--- src/rtl/mult_pkg.sv ---
`default_nettype none
// ============================================================================
// Module      : mult_pkg
// Description : Shared definitions for the multiplier-sharing arbiter.
//               Holds the FSM state encoding, default datapath widths and
//               the index-width helper.
//               Contents:
//                 state_e    - IDLE=0, LAUNCH=1, WAIT=2, RESP=3
//                 DATA_W_DEF - default operand width
//                 RES_W_DEF  - default result width (2*DATA_W_DEF)
//                 clog2()    - ceil(log2(value)), returns 0 for value <= 1
//                 idx_w()    - width of a requester index (at least 1)
// Revision    : 1.0 - initial release
// ============================================================================
package mult_pkg;

    typedef enum logic [1:0] {
        IDLE   = 2'd0,
        LAUNCH = 2'd1,
        WAIT   = 2'd2,
        RESP   = 2'd3
    } state_e;

    localparam int DATA_W_DEF = 8;
    localparam int RES_W_DEF  = 16;

    function automatic int clog2(input int value);
        int r;
        r = 0;
        while ((1 << r) < value) begin
            r = r + 1;
        end
        return r;
    endfunction

    // A single-requester build would otherwise produce a zero-width index.
    function automatic int idx_w(input int n);
        return (clog2(n) < 1) ? 1 : clog2(n);
    endfunction

endpackage
`default_nettype wire

--- src/rtl/mult_share_arbiter_rr_picker.sv ---
`default_nettype none
// ============================================================================
// Module      : rr_picker
// Description : Combinational round-robin search. Scans the request vector
//               starting at ptr_i and wrapping past the top index; reports
//               whether any request is present and the first one found.
//               Ports:
//                 req_i   [N_REQ]  request levels
//                 ptr_i   [IDX_W]  highest-priority index this round
//                 found_o [1]      at least one request is present
//                 idx_o   [IDX_W]  winning requester index
// Revision    : 1.0 - initial release
// ============================================================================
module rr_picker
    import mult_pkg::*;
#(
    parameter int N_REQ = 4,
    parameter int IDX_W = idx_w(N_REQ)
) (
    input  logic [N_REQ-1:0] req_i,
    input  logic [IDX_W-1:0] ptr_i,
    output logic             found_o,
    output logic [IDX_W-1:0] idx_o
);

    // Walk from the farthest candidate back towards ptr so that the
    // candidate closest to ptr is the last one written and therefore wins.
    always_comb begin
        found_o = 1'b0;
        idx_o   = '0;
        for (int k = N_REQ - 1; k >= 0; k--) begin
            if (req_i[(int'(ptr_i) + k) % N_REQ]) begin
                found_o = 1'b1;
                idx_o   = IDX_W'((int'(ptr_i) + k) % N_REQ);
            end
        end
    end

endmodule
`default_nettype wire

--- src/rtl/mult_share_arbiter.sv ---
`default_nettype none
// ============================================================================
// Module      : mult_share_arbiter
// Description : Round-robin scheduler sharing one multiplier engine among
//               N_REQ requesters. Captures the winner's operands, pulses the
//               engine start, waits for done or a watchdog timeout and
//               returns the product (or a timeout error) to the winner.
//               Ports:
//                 clk        in   clock, rising edge
//                 rst        in   asynchronous reset, active low
//                 req        in   [N_REQ]          request levels
//                 a_in/b_in  in   [N_REQ*DATA_W]   operand slices
//                 gnt        out  [N_REQ]          one-hot grant pulse
//                 rsp_valid  out  [N_REQ]          one-hot response pulse
//                 rsp_err    out  response is a timeout
//                 rsp_data   out  [RES_W]          response product
//                 eng_start  out  engine start pulse
//                 eng_a/b    out  [DATA_W]         engine operands
//                 eng_done   in   engine done pulse
//                 eng_result in   [RES_W]          engine product
//                 busy       out  high outside IDLE
// Revision    : 1.0 - initial release
// ============================================================================
module mult_share_arbiter
    import mult_pkg::*;
#(
    parameter int N_REQ   = 4,
    parameter int DATA_W  = DATA_W_DEF,
    parameter int RES_W   = RES_W_DEF,
    parameter int TIMEOUT = 64
) (
    input  logic                      clk,
    input  logic                      rst,
    input  logic [N_REQ-1:0]          req,
    input  logic [N_REQ*DATA_W-1:0]   a_in,
    input  logic [N_REQ*DATA_W-1:0]   b_in,
    output logic [N_REQ-1:0]          gnt,
    output logic [N_REQ-1:0]          rsp_valid,
    output logic                      rsp_err,
    output logic [RES_W-1:0]          rsp_data,
    output logic                      eng_start,
    output logic [DATA_W-1:0]         eng_a,
    output logic [DATA_W-1:0]         eng_b,
    input  logic                      eng_done,
    input  logic [RES_W-1:0]          eng_result,
    output logic                      busy
);

    localparam int IDX_W = idx_w(N_REQ);
    // Counter must reach TIMEOUT-1.
    localparam int CNT_W = clog2(TIMEOUT);

    localparam logic [N_REQ-1:0] ONE_HOT_0 = N_REQ'(1);

    state_e              state_q, state_d;
    logic [IDX_W-1:0]    idx_q,   idx_d;
    logic [IDX_W-1:0]    ptr_q,   ptr_d;
    logic [DATA_W-1:0]   a_q,     a_d;
    logic [DATA_W-1:0]   b_q,     b_d;
    logic [CNT_W-1:0]    cnt_q,   cnt_d;
    logic [RES_W-1:0]    res_q,   res_d;
    logic                err_q,   err_d;

    logic                pick_found;
    logic [IDX_W-1:0]    pick_idx;

    rr_picker #(
        .N_REQ (N_REQ),
        .IDX_W (IDX_W)
    ) u_picker (
        .req_i   (req),
        .ptr_i   (ptr_q),
        .found_o (pick_found),
        .idx_o   (pick_idx)
    );

    always_comb begin
        state_d = state_q;
        idx_d   = idx_q;
        ptr_d   = ptr_q;
        a_d     = a_q;
        b_d     = b_q;
        cnt_d   = cnt_q;
        res_d   = res_q;
        err_d   = err_q;
        case (state_q)
            IDLE: begin
                if (pick_found) begin
                    idx_d   = pick_idx;
                    a_d     = a_in[int'(pick_idx) * DATA_W +: DATA_W];
                    b_d     = b_in[int'(pick_idx) * DATA_W +: DATA_W];
                    state_d = LAUNCH;
                end
            end
            LAUNCH: begin
                cnt_d   = '0;
                state_d = WAIT;
            end
            WAIT: begin
                cnt_d = cnt_q + 1'b1;
                // A done arriving in the timeout cycle still counts as success.
                if (eng_done) begin
                    res_d   = eng_result;
                    err_d   = 1'b0;
                    state_d = RESP;
                end else if (cnt_q == CNT_W'(TIMEOUT - 1)) begin
                    res_d   = '0;
                    err_d   = 1'b1;
                    state_d = RESP;
                end
            end
            RESP: begin
                ptr_d   = (idx_q == IDX_W'(N_REQ - 1)) ? '0 : idx_q + 1'b1;
                state_d = IDLE;
            end
            default: begin
                state_d = IDLE;
            end
        endcase
    end

    always_ff @(posedge clk or negedge rst) begin
        if (!rst) begin
            state_q <= IDLE;
            idx_q   <= '0;
            ptr_q   <= '0;
            a_q     <= '0;
            b_q     <= '0;
            cnt_q   <= '0;
            res_q   <= '0;
            err_q   <= 1'b0;
        end else begin
            state_q <= state_d;
            idx_q   <= idx_d;
            ptr_q   <= ptr_d;
            a_q     <= a_d;
            b_q     <= b_d;
            cnt_q   <= cnt_d;
            res_q   <= res_d;
            err_q   <= err_d;
        end
    end

    // Every output is a register or a decode of registers, so reset clears
    // all of them without waiting for a clock edge.
    assign gnt       = (state_q == LAUNCH) ? (ONE_HOT_0 << idx_q) : '0;
    assign rsp_valid = (state_q == RESP)   ? (ONE_HOT_0 << idx_q) : '0;
    assign eng_start = (state_q == LAUNCH);
    assign busy      = (state_q != IDLE);
    assign rsp_data  = res_q;
    assign rsp_err   = err_q;
    assign eng_a     = a_q;
    assign eng_b     = b_q;

endmodule
`default_nettype wire

--- config.mk ---
export PLATFORM = sky130hd
export DESIGN_NAME = mult_share_arbiter
export DESIGN_NICKNAME = d
export VERILOG_FILES = /design/src/rtl/mult_pkg.sv /design/src/rtl/mult_share_arbiter_rr_picker.sv /design/src/rtl/mult_share_arbiter.sv
export SDC_FILE = /design/constraint.sdc
export NUM_CORES = 1
export LEC_CHECK = 0
export CORE_MARGIN = 5
export CORE_UTILIZATION = 44
export CTS_CLUSTER_DIAMETER = 80
export DETAILED_ROUTE_END_ITERATION = 10
export PLACE_DENSITY = 0.87
export REMOVE_ABC_BUFFERS = 1
export SLEW_MARGIN = 20
export SYNTH_ARGS = -nofsm -noshare
export SYNTH_HDL_FRONTEND = slang
export SYNTH_SLANG_ARGS = --single-unit
--- constraint.sdc ---
create_clock -name clk -period 3.23 [get_ports clk]
set_input_delay 0.4845 -clock clk [delete_from_list [all_inputs] [get_ports clk]]
set_output_delay 0.4845 -clock clk [all_outputs]
set_load 0.1 [all_outputs]
Yosys cells after proc, flatten, opt, wreduce, memory -nomap -nowiden
Cells that the tools add are included.

cells by class
  add/subtract/negate cells = 5
  magnitude comparators = 4
  equality and inequality tests = 7
  shift operators = 3
  multiplexer cells = 31
  bitwise gates (word level) = 3
  reductions and logical operators = 10

operators with widths
  cell                   count
  $shiftx A32 B6 Y8      2
  $mux W16               2
  $mux W2                8
  $mux W1                13
  $lt A3 B4 Y1 const B   3
  $pmux W6 S2            1
  $bmux W1 S2            4
  $mux W4                2
  $pmux W2 S4            1
  $add A6 B1 Y6 const B  1
  $eq A2 B2 Y1 const B   3
  $eq A6 B6 Y1 const B   1
  $reduce_and A2 Y1      3
  $reduce_bool A2 Y1     3
  $reduce_or A2 Y1       3
  $add A2 B1 Y2 const B  2
  $add A2 B2 Y2 const B  2
  $shl A1 B2 Y4 const A  1
  $and A1 B1 Y1 const A  3
  $lt A2 B3 Y1 const B   1
  $ne A3 B3 Y1 const B   1
  $eq A2 B1 Y1 const B   1
  $logic_not A2 Y1       1
  $ne A2 B2 Y1 const B   1

storage, ports and cells
  register bits after elaboration = 45
  output and inout port bits = 43

Depth between registers and ports, before layout
Gate-level depths: netlist of run 1.

  depth in word-level cells = 12
  mapped depth = 8
  gate-level depth less buffers = 7

Modules after synthesis
Synthesis of run 1 repeated with hierarchy kept, for this count alone.

second synthesis, totals
  cells, all modules = 180
  area total of the unflattened synthesis = 2,417.3 um2

modules (own cells, without submodules)
  module              times used  cells each  area each (um2)  seq. area each (um2)
  mult_share_arbiter  1           167         2,339.7          1,126.1
  rr_picker           1           13          77.6             0.0

Worst setup path after synthesis of run 1
Ideal clock, no wire load.

  path kind = reg-to-output
  from = reg state_q[1]
  to = out gnt[3]
  arrival = 2.184 ns
  setup slack = 0.561 ns
  stages on the path, launching flop included = 4
  path through = dfrtp_1 > inv_1 > ha_1 > and2_1

on the way
  word-level cells in the longest chain between the ends = 2

RTL lines
  what                    RTL line                   RTL
  start, declared         mult_share_arbiter.sv:55   state_e state_q, state_d;
  start signal, assigned  mult_share_arbiter.sv:133  state_q <= state_d;
  $eq A2 B1 Y1            n/a
  net eng_start           mult_share_arbiter.sv:41   output logic eng_start,
  $mux W4                 mult_share_arbiter.sv:146  assign gnt = (state_q == LAUNCH) ? (ONE_HOT_0 << idx_q) : '0;
  end, declared           mult_share_arbiter.sv:37   output logic [N_REQ-1:0] gnt,

The timed path passes the listed nets, and every way through them passes these cells.

Worst setup path in the final report of run 1
  from = reg a_q[1], in the netlist eng_a[1]
  to = out eng_a[1]

RTL lines
  what                    RTL line                   RTL
  start, declared         mult_share_arbiter.sv:58   logic [DATA_W-1:0] a_q, a_d;
  start signal, assigned  mult_share_arbiter.sv:127  a_q <= '0;
  start signal, assigned  mult_share_arbiter.sv:136  a_q <= a_d;
  end, declared           mult_share_arbiter.sv:42   output logic [DATA_W-1:0] eng_a,

No word-level cell between the ends.

==> run summary, run 1 <==
post-DP HPWL: 5.83 mm
Post-DP Area: 3840 um2
total CTS buffers: 5
complex-gate fraction of the synthesized area: 31.5%
worst hold margin: 186 ps
Setup TNS: 0 ps
Syn Area/Cell: 10.3 um2
final number of hold-violating endpoints: 0
Total Nets Final: 473
Post-CTS Setup Bufs: 0
Crit path buffers/inverters: 1
sequential area share after synthesis: 43.2%
largest net degree at the start of global routing: 46
Synth Area in Simple Gates: 12.0%
Inst Count DP: 444
critical path peak fanout: 2
FF/Latch Area: 1130 um2
post-synthesis xor/xnor area fraction: 0.336%
clock sink total: 45
multi-input combinational cell area: 1310 um2
Maximum Capacitance Violations: 0
multiplexer share of the synthesized area: 1.63%
reg-to-reg setup timing slack: 1140 ps
fraction of layout cells with a size suffix above 1: 15.6%
ant diodes: 0
Max clock buf depth: 2
CP max stage delay: 1140 ps
Synth warnings: 0
DR iter-0 viols: 61
Vias per Instance: 5.28
post-synthesis cell count: 254
gr usage total: 20.1%
critical path arrival: 1800 ps
Tcrit/Tclk final: 70.8%
die width: 86.9 um
startpoint types: flip-flop
crit path time final: 2290 ps
core area: 5850 um2
clock-pin slew on the worst setup and hold paths: 80 ps
Die Span Y: 86.9 um
critical path class: reg -> out
Yosys reg bits: 45
status: finished clean
number of global-route vias before repair: 2,483
Cell Chain, Critical Path: clkdlybuf4s50_1
largest family of logic cells by synthesized area: compound AO/OA/AOI/OAI gates
Die ar.: 7560 um2
Layout area overhead: 52.1%
FP Rows: 28
DRC: 0
Placer Congestion: 0.775
worst-skew pair later-pin latency: 290 ps
Synth cell types: 38
TritonCTS clock tree: yes
r2r startpoint: state_q[0]
first-pass GRT wire length: 12.2 mm
io pins: 130
critical path endpoint category: output pin
PortBufs: 129
Critical-path top delay cell: clkdlybuf4s50_1
Reg2Reg Depth: 8
Netlist Area Pre-Place: 2600 um2
post-route cell area: 3960 um2
Adder-Cell Fraction of Synth Area: 4.81%
hold_buf cts: 0
Pre-antenna DRT Iters: 4
Final ANT Viol Nets: 0
RSZ-0062 raised after global routing: false
Initial Util: 44.5%
Wirelength per Cell: 16.5 um
Crit Reg-Reg Endpoint: eng_a[0]
top cell family by delay on the critical path: buffers and inverters
final slew viol count: 0
initial antenna violation count: 0
fmax: 437 MHz
Setup Skew: 5.69 ps
Fill cells: 477
Rel. slew slack: 34.6%
Max H-tree Level: 2
grt ovf: 0
Total Wirelength: 7.45 mm
vias: 2,387
Setup-failing EPs final: 0
CTS root buf: clkbuf_8
fin cells: 452
Slew @ Worst Pin: 979 ps
WP data required: 2750 ps
post-CTS sizing: 0
Hold/Removal Path Class: in -> async
[cell usage in the layout (no fill, tap or decap), types with 2 or more instances in the layout]
| master | n |
|---|---|
| a21boi_0 | 16 |
| a21oi_2 | 2 |
| nor2b_1 | 2 |
| a22o_1 | 16 |
| ha_1 | 10 |
| a21oi_1 | 18 |
| buf_4 | 22 |
| nand2_1 | 22 |
| o21ai_0 | 7 |
| nor2_1 | 20 |
| a211oi_1 | 12 |
| a211oi_2 | 20 |
| clkdlybuf4s50_1 | 110 |
| nand2b_1 | 3 |
| mux2i_1 | 2 |
| inv_1 | 12 |
| clkbuf_8 | 6 |
| mux2_2 | 2 |
| dfrtp_1 | 45 |
| and2_1 | 11 |
| nand3_1 | 2 |
[per-layer routing]
| layer | share of wire (%) | global-route usage [%] | up-vias | wire, um |
|---|---|---|---|---|
| met5 | 0 | 0 | - | 0 |
| met4 | 0.34 | 4.11 | 0 | 25 |
| met3 | 9.0 | 5.49 | 2 | 674 |
| met2 | 50 | 34.8 | 104 | 3750 |
| met1 | 40 | 25.1 | 1123 | 3000 |
| li1 | - | - | 1158 | - |
[state kept, by name (all words and copies together) (netlist names)]
signal	count
cnt_q	6
eng_a	8
rsp_err	1
rsp_data	16
eng_b	8
state_q	2
idx_q	2
ptr_q	2
[Yosys cell counts (all sizes together)]
cell type,n,share of area (%)
o32a,1,0.38
nor2b,2,0.48
inv,12,1.7
ha,10,4.8
a22o,16,5.4
nor4,1,0.24
o22ai,1,0.24
nand2,22,3.2
o221ai,1,0.58
nand2b,3,0.72
mux2,2,0.86
or3,1,0.24
and2,12,3.0
dfrtp,45,43
a21boi,16,4.6
xor2,1,0.34
a31oi,1,0.24
nand4,1,0.24
o21ai,8,1.7
and3,1,0.24
mux2i,2,0.77
nand3,3,0.77
nor2,20,2.9
a211o,1,0.34
a2bb2oi,1,0.58
clkbuf,9,1.3
a21oi,20,4.1
a21o,1,0.29
buf,8,3.5
a211oi,32,13
[how the worst max path moves through the flow]
stage / startpoint / end / slack [ps] / depth (start not counted)
2_1_floorplan: state_q[1] / gnt[3] / 560 / 3
3_3_place_gp: req[2] / eng_b[1] / 740 / 7
3_5_place_dp: req[2] / eng_b[1] / 690 / 7
4_1_cts: eng_a[6] / eng_a[6] / 930 / 1
5_1_grt: req[0] / eng_b[3] / 860 / 7
6_report: eng_a[1] / eng_a[1] / 940 / 1
[kinds of logic after synthesis]
kind of cell,count (synthesis)
XOR/XNOR,1
buffers and inverters,29
multiplexers,4
adder cells (fa/ha/maj),10
flip-flops,45
AND/OR/NAND/NOR,66
AO/OA/AOI/OAI,99
[area by class of cell]
type                       instances  share of cell area (%)
clock buffer                       6                    2.09
sequential                        45                    28.4
multi-input combinational        180                    33.0
clock inverter                     2                   0.948
inverter                          12                    1.14
timing repair buffer             132                    32.0
tap                               75                    2.37
[metrics by stage]
stage                     utilization, %  setup slack [ps]
after floorplan                        -               561
after global placement              65.6               742
after detailed placement            65.6               686
after CTS                           67.6               928
after global routing                67.7               858
final                               67.7               942
Power of run 1 is not shown: default switching activity piles up to over one toggle a cycle in this logic, so the estimate is an artifact.
==> run 2: changes to the inputs <==
CORE_UTILIZATION = 37   (was 44)
PLACE_DENSITY = 0.78   (was 0.87)
clock period = 2 ns   (was 3.23 ns; I/O delays follow)
==> run 2 against run 1 <==
  * Clock-buffer cell count is 1 lower
  * Sequential share of layout area is 1.7 points lower
  * Non-clock buffer count is 15 higher
  * Die area is 17% higher
  * Via count is 4.3% higher
  * Cell area is 6.5% higher
  * Register-to-register slack worse by 860 ps
  * Utilization is 5.9 points lower
  * Critical path depth is 3 higher
  * Critical path type unchanged
  * Largest cell class is now non-clock buffers
==> run summary, run 2 (same netlist as run 1, synthesis figures left out) <==
most frequent cells in the layout: clkdlybuf4s50_1, dfrtp_1, buf_4
CP max stage delay: 420 ps (-720 ps)
fmax: 542 MHz
Largest register FFs: 16 (unchanged)
critical path endpoint category: output pin
Setup Skew: 4.31 ps (-1.37 ps)
final number of hold-violating endpoints: 0 (unchanged)
TritonCTS clock tree: yes
Tcrit/Tclk final: 92.2%
final slew viol count: 0 (unchanged)
vias: 2,490 (+4.3%)
Total Nets Final: 488 (+3.2%)
final core occ: 61.8% (-5.9 points)
WP data required: 1700 ps (-1050 ps)
DRC: 0 (unchanged)
worst-skew pair later-pin latency: 300 ps (about the same)
Fill cells: 590 (+24%)
crit path time final: 1840 ps
PortBufs: 129 (unchanged)
Die ar.: 8810 um2 (+17%)
critical path class: reg -> out
Final ANT Viol Nets: 0 (unchanged)
Die Span Y: 93.9 um (+8.0%)
FP Rows: 30 (+7.1%)
critical path peak fanout: 5 (+3)
Layout area overhead: 62.0%
largest net degree at the start of global routing: 20 (-57%)
status: finished clean
die width: 93.9 um (+8.0%)
critical path arrival: 1540 ps (-260 ps)
post-DP HPWL: 6.13 mm (+5.2%)
Wirelength per Cell: 16.2 um (-1.9%)
Cell Chain, Critical Path: inv_1 -> ha_1 -> and2_1 -> buf_12
Max H-tree Level: 2 (unchanged)
io pins: 130 (unchanged)
Reg2Reg Depth: 6 (-2)
clock-pin slew on the worst setup and hold paths: 90 ps (about the same)
most common cell after layout, fill and taps aside: clkdlybuf4s50_1
multi-input combinational cell area: 1310 um2 (unchanged)
Max clock buf depth: 2 (unchanged)
FF/Latch Area: 1130 um2 (unchanged)
RSZ-0062 raised after global routing: false
Pre-antenna DRT Iters: 4 (unchanged)
Vias per Instance: 5.10 (-3.4%)
ant diodes: 0 (unchanged)
startpoint types: flip-flop
Setup-failing EPs final: 0 (unchanged)
initial antenna violation count: 0 (unchanged)
total CTS buffers: 5 (unchanged)
number of global-route vias before repair: 2,667 (+7.4%)
clock sink total: 45 (unchanged)
Rel. slew slack: 72.9% (+38 points)
DR iter-0 viols: 62 (+1.6%)
Initial Util: 38.1% (-6.4 points)
gr usage total: 18.2% (-1.9 points)
Total Wirelength: 7.89 mm (+5.9%)
Slew @ Worst Pin: 407 ps (-572 ps)
Placer Congestion: 0.807 (+4.2%)
Maximum Capacitance Violations: 0 (unchanged)
Critical-path top delay cell: dfrtp_1
first-pass GRT wire length: 12.8 mm (+5.3%)
core area: 6830 um2 (+17%)
grt ovf: 0 (unchanged)
fraction of layout cells with a size suffix above 1: 25.0% (+9.4 points)
CTS root buf: clkbuf_8
Hold/Removal Path Class: in -> async
[run 2: metrics by stage]
| step | hold slack [ps] | setup TNS (ps) | area (um2) | setup WS (ps) | instances |
|---|---|---|---|---|---|
| 6_report | 456 | 0 | 4220 | 156 | 488 |
| 3_3_place_gp | 241 | 0 | 4090 | 32.1 | 479 |
| 5_1_grt | 484 | 0 | 4220 | 103 | 488 |
| 2_1_floorplan | 4.41 | -13000 | 2480 | -661 | 237 |
| 3_5_place_dp | 246 | -41.5 | 4090 | -21.4 | 479 |
| 4_1_cts | 452 | 0 | 4220 | 141 | 488 |
[run 2: repair_timing]
item	CTS	global route
setup endpoints to repair	0	0
gates resized for setup	0	0
buffers inserted	0	0
endpoints found under the hold margin	17	0
hold buffers	1	0
[run 2: layer usage]
metal	GRT usage (%)	vias up	routed length [um]
li1	-	1186	-
met1	22.4	1202	3370
met2	31.1	95	3810
met3	4.73	7	616
met4	5.66	0	87
met5	0	-	0
[run 2: layout make-up]
| cell class | count | share of cell area [%] |
|---|---|---|
| clock inverter | 3 | 1.10 |
| sequential | 45 | 26.7 |
| clock buffer | 5 | 1.63 |
| timing repair buffer | 147 | 35.6 |
| inverter | 12 | 1.07 |
| tap | 96 | 2.85 |
| multi-input combinational | 180 | 31.0 |
[run 2: path summary, 6_finish.rpt]
kind / startpoint / to / slack [ps]
setup / recovery: state_q[1] / gnt[1] / 160
hold / removal: rst / rsp_data[0] / 460
setup reg to reg: ptr_q[0] / eng_b[1] / 280
hold reg to reg: rsp_data[3] / rsp_data[3] / 510
max in group asynchronous: rst / cnt_q[4] / 990
min in group clk: rsp_data[3] / rsp_data[3] / 510
[run 2: critical path: cells and delay by family (launching register included)]
kind | cells | cell delay [ps]
and+or+nand+nor | 1 | 220
buffers and inverters | 2 | 320
DFF | 1 | 420
adders and majority gates | 1 | 300
Power of run 2 is left out for the same reason.
